<file path="src/rtl/dev_bridge_intc.sv">
// CPU-side device bus bridge: address decode, read-data mux and a small interrupt
// controller (synchroniser, level/edge pending latch, mask) feeding the CP0 lines.
module dev_bridge_intc #(
  parameter int unsigned NDEV = 4,
  parameter logic [31:0] BASE = 32'h0000_7F00
) (
  input  logic                 clk,
  input  logic                 rst,
  input  logic [31:0]          pr_addr,
  input  logic [31:0]          pr_wd,
  input  logic                 pr_we,
  output logic [31:0]          pr_rd,
  output logic [5:0]           hw_int,
  output logic [7:0]           dev_addr,
  output logic [31:0]          dev_in,
  output logic [NDEV-1:0]      dev_we,
  input  logic [32*NDEV-1:0]   dev_out,
  input  logic [NDEV-1:0]      dev_irq
);

  logic            hit;
  logic [3:0]      slot;
  logic            ctl_sel;
  logic            wr_ctl;
  logic [1:0]      reg_sel;
  logic [NDEV-1:0] wd_n;

  logic [NDEV-1:0] irq_q, irq_q2;
  logic [NDEV-1:0] pend_q, pend_d;
  logic [NDEV-1:0] mask_q, mask_d;
  logic [NDEV-1:0] edge_q, edge_d;
  logic [NDEV-1:0] clr, rise;
  logic [5:0]      hw_int_d;

  assign hit      = (pr_addr[31:8] == BASE[31:8]);
  assign slot     = pr_addr[7:4];
  assign ctl_sel  = hit && (slot == 4'hF);
  assign wr_ctl   = pr_we && ctl_sel;
  // Byte lane bits [1:0] are ignored, so registers are selected by word.
  assign reg_sel  = pr_addr[3:2];
  assign wd_n     = pr_wd[NDEV-1:0];
  assign dev_addr = {4'b0, pr_addr[3:0]};
  assign dev_in   = pr_wd;

  always_comb begin
    dev_we = '0;
    for (int i = 0; i < int'(NDEV); i++) begin
      if (pr_we && hit && (int'(slot) == i)) dev_we[i] = 1'b1;
    end
  end

  always_comb begin
    pr_rd = '0;
    if (ctl_sel) begin
      case (reg_sel)
        2'd0:    pr_rd = 32'(pend_q);
        2'd1:    pr_rd = 32'(mask_q);
        2'd2:    pr_rd = 32'(edge_q);
        default: pr_rd = 32'(irq_q);
      endcase
    end else if (hit) begin
      for (int i = 0; i < int'(NDEV); i++) begin
        if (int'(slot) == i) pr_rd = dev_out[32*i +: 32];
      end
    end
  end

  always_comb begin
    mask_d = mask_q;
    edge_d = edge_q;
    clr    = '0;
    if (wr_ctl) begin
      case (reg_sel)
        2'd0:    clr    = wd_n;
        2'd1:    mask_d = wd_n;
        2'd2:    edge_d = wd_n;
        default: ;
      endcase
    end
    rise = irq_q & ~irq_q2;
    // Edge bits latch rises (a rise beats a same-cycle clear); level bits follow irq_q.
    pend_d   = (edge_q & ((pend_q & ~clr) | rise)) | (~edge_q & irq_q);
    hw_int_d = 6'(pend_q & mask_q);
  end

  always_ff @(posedge clk or negedge rst) begin
    if (!rst) begin
      irq_q  <= '0;
      irq_q2 <= '0;
      pend_q <= '0;
      mask_q <= '0;
      edge_q <= '0;
      hw_int <= '0;
    end else begin
      irq_q  <= dev_irq;
      irq_q2 <= irq_q;
      pend_q <= pend_d;
      mask_q <= mask_d;
      edge_q <= edge_d;
      hw_int <= hw_int_d;
    end
  end

endmodule

</file>
<file path="config.mk">
export PLATFORM = sky130hd
export DESIGN_NAME = dev_bridge_intc
export DESIGN_NICKNAME = d
export VERILOG_FILES = /design/src/rtl/dev_bridge_intc.sv
export SDC_FILE = /design/constraint.sdc
export NUM_CORES = 1
export LEC_CHECK = 0
export ABC_AREA = 1
export BUFFER_PORTS_ARGS = -buffer_cell sky130_fd_sc_hd__buf_2
export CAP_MARGIN = 5
export CORE_AREA = 2 2 109 111
export CTS_BUF_LIST = sky130_fd_sc_hd__clkbuf_4 sky130_fd_sc_hd__clkbuf_8 sky130_fd_sc_hd__clkbuf_16
export DETAILED_ROUTE_END_ITERATION = 6
export DIE_AREA = 0 0 111 113
export PLACE_DENSITY_LB_ADDON = 0.25
export SYNTH_ARGS = -nofsm -noshare
export SYNTH_HDL_FRONTEND = slang
export SYNTH_SLANG_ARGS = --single-unit
</file>
<file path="constraint.sdc">
create_clock -name clk -period 1.2 [get_ports clk]
set_clock_uncertainty 0.15 [all_clocks]
set_input_delay 0.06 -clock clk [delete_from_list [all_inputs] [get_ports clk]]
set_output_delay 0.06 -clock clk [all_outputs]
set_load 0.05 [all_outputs]
</file>
# Word-level counts from Yosys, hierarchy flattened
# Cells that the tools add are included.
# Widths: inputs -> output; s select.
[classes]
n_eq_ne = 7
muxes = 13
n_bitwise = 10
n_reduce_logical = 11
[ops]
columns = ["cell", "n"]
rows = [
  ["$mux 32", 6],
  ["$eq 24x7->1 const B", 1],
  ["$and 4x4->4", 5],
  ["$not 4->4", 3],
  ["$pmux 4 s3", 1],
  ["$eq 4x3->1 const B", 2],
  ["$mux 4", 2],
  ["$or 4x4->4", 2],
  ["$logic_and 1x1->1", 7],
  ["$eq 4x2->1 const B", 1],
  ["$eq 4x4->1 const B", 1],
  ["$logic_not 4->1", 1],
  ["$mux 1", 4],
  ["$reduce_and 2->1", 2],
  ["$eq 2x1->1 const B", 1],
  ["$eq 2x2->1 const B", 1],
  ["$logic_not 2->1", 1],
]
[totals]
reg_bits = 24
in_bits = 199
out_inout_bits = 82
elab_cells = 47

# Logic depth before layout (Yosys ltp)
[logic_depth]
ltp_word = 9
ltp_mapped = 9
depth_no_buf = 9

# Worst setup path after synthesis
# Ideal clock, no wire load.
[synth_timing]
path_kind = "input port to output port"
from = "in pr_addr[23]"
to = "out dev_we[0]"
arrival_time_ns = 1.892
t_required_ns = 0.990
setup_slack_ns = -0.902
stages = 7
path_buffers = 0
path_cell_list = "nor2_1 nand2_1 nor2_1 nand3_2 nor2_2 inv_1 nor3_1"
[synth_between]
elab_chain_cells = 4
[synth_rtl]
columns = ["item", "line", "text"]
rows = [
  ["start: declaration", "9", "input logic [31:0] pr_addr,"],
  ["$eq 24x7->1", "35", "assign hit = (pr_addr[31:8] == BASE[31:8]);"],
  ["$logic_and 1x1->1 (2 in series)", "48", "if (pr_we && hit && (int'(slot) == i)) dev_we[i] = 1'b1;"],
  ["$mux 1", "48", ""],
  ["end: declaration", "16", "output logic [NDEV-1:0] dev_we,"],
]
# No other way between the ends.

# Worst setup path in the final report
[layout_timing]
from = "in pr_addr[7]"
to = "out pr_rd[12]"
[layout_between]
elab_chain_cells = 7
word_cells_on_any_way = 12
classes_between = "eq/ne (4); mux (6); reduce/logical (2)"
[layout_rtl]
columns = ["item", "line", "text"]
rows = [
  ["$logic_not 4->1", "63", "if (int'(slot) == i) pr_rd = dev_out[32*i +: 32];"],
  ["$mux 32 (4 in series)", "63", ""],
  ["$mux 32", "61", "end else if (hit) begin"],
  ["$mux 32 (*)", "54", "if (ctl_sel) begin"],
  ["end: declaration", "12", "output logic [31:0] pr_rd,"],
]
# Mark *: on every way between the ends. The rest lies on a longest branch, timed or not.

==> parameters.txt <==
Parameter                              Value

Logic synthesis
  Share of the synthesized area in the top cell type ... 22.58%
  Dominant combinational cell family by area after synthesis ... simple AND/OR/NAND/NOR gates
  Post-Synthesis Cells ... 441
  Unique masters post-synth ... 27
  Synthesized-area fraction occupied by ao, oa, aoi and oai cells ... 9.078%
  Synth top cells by count ... 146 x nand2_1, 52 x nor2_1, 43 x buf_4, 36 x nand4_1, 35 x o21ai_0
  Average instance area after synthesis ... 6.032 um^2
  Most frequent cell after synthesis ... nand2_1
  Main area contributors after synthesis ... dfrtp_1 23%, nand2_1 21%, buf_4 12%, nand4_1 8.5%, nor2_1 7.3%
  Largest area contributor in the synthesized netlist ... dfrtp_1
  Cell area after synthesis ... 2660 um^2
  Mux contribution to synthesized area ... 0%
  Top_reg_cell synth ... dfrtp_1
  Parity-gate share of the synthesized area counting xor and xnor cells ... 0%
  Seq/Total Area, Yosys ... 22.58%
  Ys async rst share ... 100.0%
  Flop and latch count out of synthesis ... 24
  Number of enable flip-flop cells after synthesis ... 0
  Post-Synth Adder-Cell Area ... 0%
  Number of warnings printed during yosys synthesis ... 0
  Simple-gate share of the synthesized area ... 46.80%

Place
  Half-perimeter wire length after detailed placement ... 9.139 mm
  Count of buffers inserted at the top-level ports ... 214
  Placed instance count ... 787
  Final weighted congestion in routability-driven placement ... 0.9046

Critical path
  Crit end category ... output port
  Required time worst endpoint ... 0.99 ns
  Launching element type of the critical path ... primary input
  Critical-path maximum fanout ... 7
  Arrival time reported for the critical path endpoint ... 1.33 ns
  Type of the worst setup path ... in -> out

STA
  Hold Fails Final Rpt ... 0
  Tightest Pin Transition ... 0.5306 ns
  Maximum frequency from static timing analysis ... 651.3 MHz
  Setup TNS after final layout ... -10.16 ns
  Minimum clock period after layout ... 1.535 ns
  Number of max-slew violations in the final report ... 0
  Headroom to the max-slew limit ... 64.63%
  Final clock period utilization by the worst path ... 128.0%
  Setup slack of the critical path after layout ... -0.3354 ns
  Final setup violation count ... 40
  Setup repair after global routing missed its margin ... true

Route
  Vias per cell ... 4.690
  Met2 WL post-DR ... 7.507 mm
  Number of nets still failing antenna checks after routing ... 0
  Total wirelength of the detailed-routed design ... 13.33 mm
  Total vias in the final route ... 3982
  Top routing layer used ... met4
  Detailed-router iteration count before antenna repair ... 4
  Length of routed wiring on met1 ... 4.720 mm
  Iter 0 DRT Violations ... 224
  Average wire length per cell after detail routing ... 15.70 um
  Met3 WL post-DR ... 822 um
  Total DRC errors in the routed layout ... 0

Global route
  Maximum number of pins on one net before global-route repair ... 30
  Via count of the first global-routing pass ... 4072
  Total gr overflow ... 0
  Total routing usage reported by global routing ... 19.12%
  Number of antenna violations at the first check in global routing ... 0
  First-pass GRT wire length ... 19.76 mm

Final layout
  Share of the core filled with cells in the final layout ... 52.71%
  Filler Cell Count ... 1066
  ANT cells ... 0
  Non-filler cells in the finished layout ... 849
  Number of nets in the finished design ... 907
  Layout Area Growth over Synthesis ... 123.4%
  Share of final-layout standard cells stronger than drive strength 1 ... 60.06%

Pwr
  Total leakage power ... 0.002823 uW
  Total power per unit cell area ... 479.5 nW/um^2
  Maximum vdd ir drop ... 917.2 uV
  Power consumption ... 2849 uW

Clock tree
  TritonCTS Buffers ... 3
  Longest Clk Path Bufs ... 2
  CTS root buf ... clkbuf_16
  Clk_lat worst skew ... 0.25 ns
  CTS HTree Levels ... 1
  Clk sinks ... 24
  CTS tree ... built
  Clock edge transition at the registers on the reported setup and hold paths ... 0.06 ns

Outcome
  Violations in the final reports ... setup timing
  Outcome ... finished, violations left

Floorplanning
  Num ports ... 281
  Core Region ... 11270 um^2
  Floorplan die width ... 111 um
  Row count ... 39
  DIE AREA ... 12540 um^2
  Height of the die ... 113 um
  Initial core utilization ... 23.60%

Hold path
  Min-Delay Path Class ... in -> reg

Job
  Max-Cap Viols ... 0
[critical path, stage by stage]
cell and delay [ns]:
buf_12 0.12, nor2_4 0.12, nand2_2 0.09, nor2_4 0.13, buf_12 0.13, buf_12 0.12
buf_6 0.10, nand2_1 0.05, and3_4 0.15, nor2_4 0.10, buf_8 0.15
[kinds of logic after synthesis]
kind of cell | Yosys count
AO/OA/AOI/OAI | 46
other | 1
flip-flops | 24
AND/OR/NAND/NOR | 277
buffers and inverters | 93
[report_power, final]
| group | switching, uW | internal, uW | leakage, uW |
|---|---|---|---|
| combinational | 757 | 566 | 0.00248 |
| sequential | 11.2 | 830 | 0.000308 |
| clock | 246 | 439 | 0.0000370 |
[final cells by class]
type | count | area, um^2 | area share, %
Timing Repair Buffer | 319 | 2633 | 44.30
Multi-Input combinational cell | 329 | 2287 | 38.49
Sequential cell | 24 | 600.6 | 10.11
Tap cell | 143 | 178.9 | 3.011
Inverter | 31 | 167.7 | 2.822
Clock buffer | 3 | 75.07 | 1.263
[stage by stage]
| stage | hold WS [ns] | area [um^2] | setup slack (ns) |
|---|---|---|---|
| after floorplan | -0.3856 | 3105 | -0.2790 |
| after global placement | -0.07726 | 4324 | -0.5054 |
| after detailed placement | -0.06663 | 4324 | -0.5421 |
| after CTS | 0.08609 | 5690 | -0.3734 |
| after global routing | 0.1122 | 5942 | -0.4113 |
| final | 0.07734 | 5942 | -0.3354 |
[layer usage]
metal	vias up	track usage, %
li1	1922	-
met1	1860	21.46
met2	175	37.59
met3	25	2.785
met4	0	5.083
met5	-	0
[sequential cells by signal, indices dropped and copies added, names as in the netlist]
register and flops:
pend_q 4, mask_q 4, hw_int 4, irq_q 4, irq_q2 4, edge_q 4
[layout by cell type, fill, tap and decap left out, types with 23 or more instances in the layout]
| cell type | n |
|---|---|
| dlygate4sd3_1 | 39 |
| buf_4 | 40 |
| buf_2 | 163 |
| buf_6 | 34 |
| buf_8 | 23 |
| nand4_1 | 36 |
| dfrtp_1 | 24 |
| inv_1 | 23 |
| nor2_4 | 43 |
| nand2_1 | 115 |
[timing repair]
action                     CTS  global route
pin swaps                   58            35
resized for setup          179            65
setup buffers               16             2
cloned                       4             4
hold buffers                39             0
hold endpoints to repair    66             0
setup endpoints to repair   44            50
[final timing paths]
check / from / to / slack, ns / depth (start not counted)
hold / removal: pr_wd[3] / pend_q[3]$_DFF_PN0_ / 0.08 / 6
min in group asynchronous: rst / irq_q[3]$_DFF_PN0_ / 0.17 / 2
hold reg to reg: irq_q[1]$_DFF_PN0_ / irq_q2[1]$_DFF_PN0_ / 0.26 / 0
setup reg to reg: pend_q[1]$_DFF_PN0_ / pend_q[1]$_DFF_PN0_ / 0.22 / 5
max in group asynchronous: rst / mask_q[3]$_DFFE_PN0P_ / 0.37 / 2
setup / recovery: pr_addr[7] / pr_rd[12] / -0.34 / 11
Note: power is estimated with default switching activity, not from simulation.
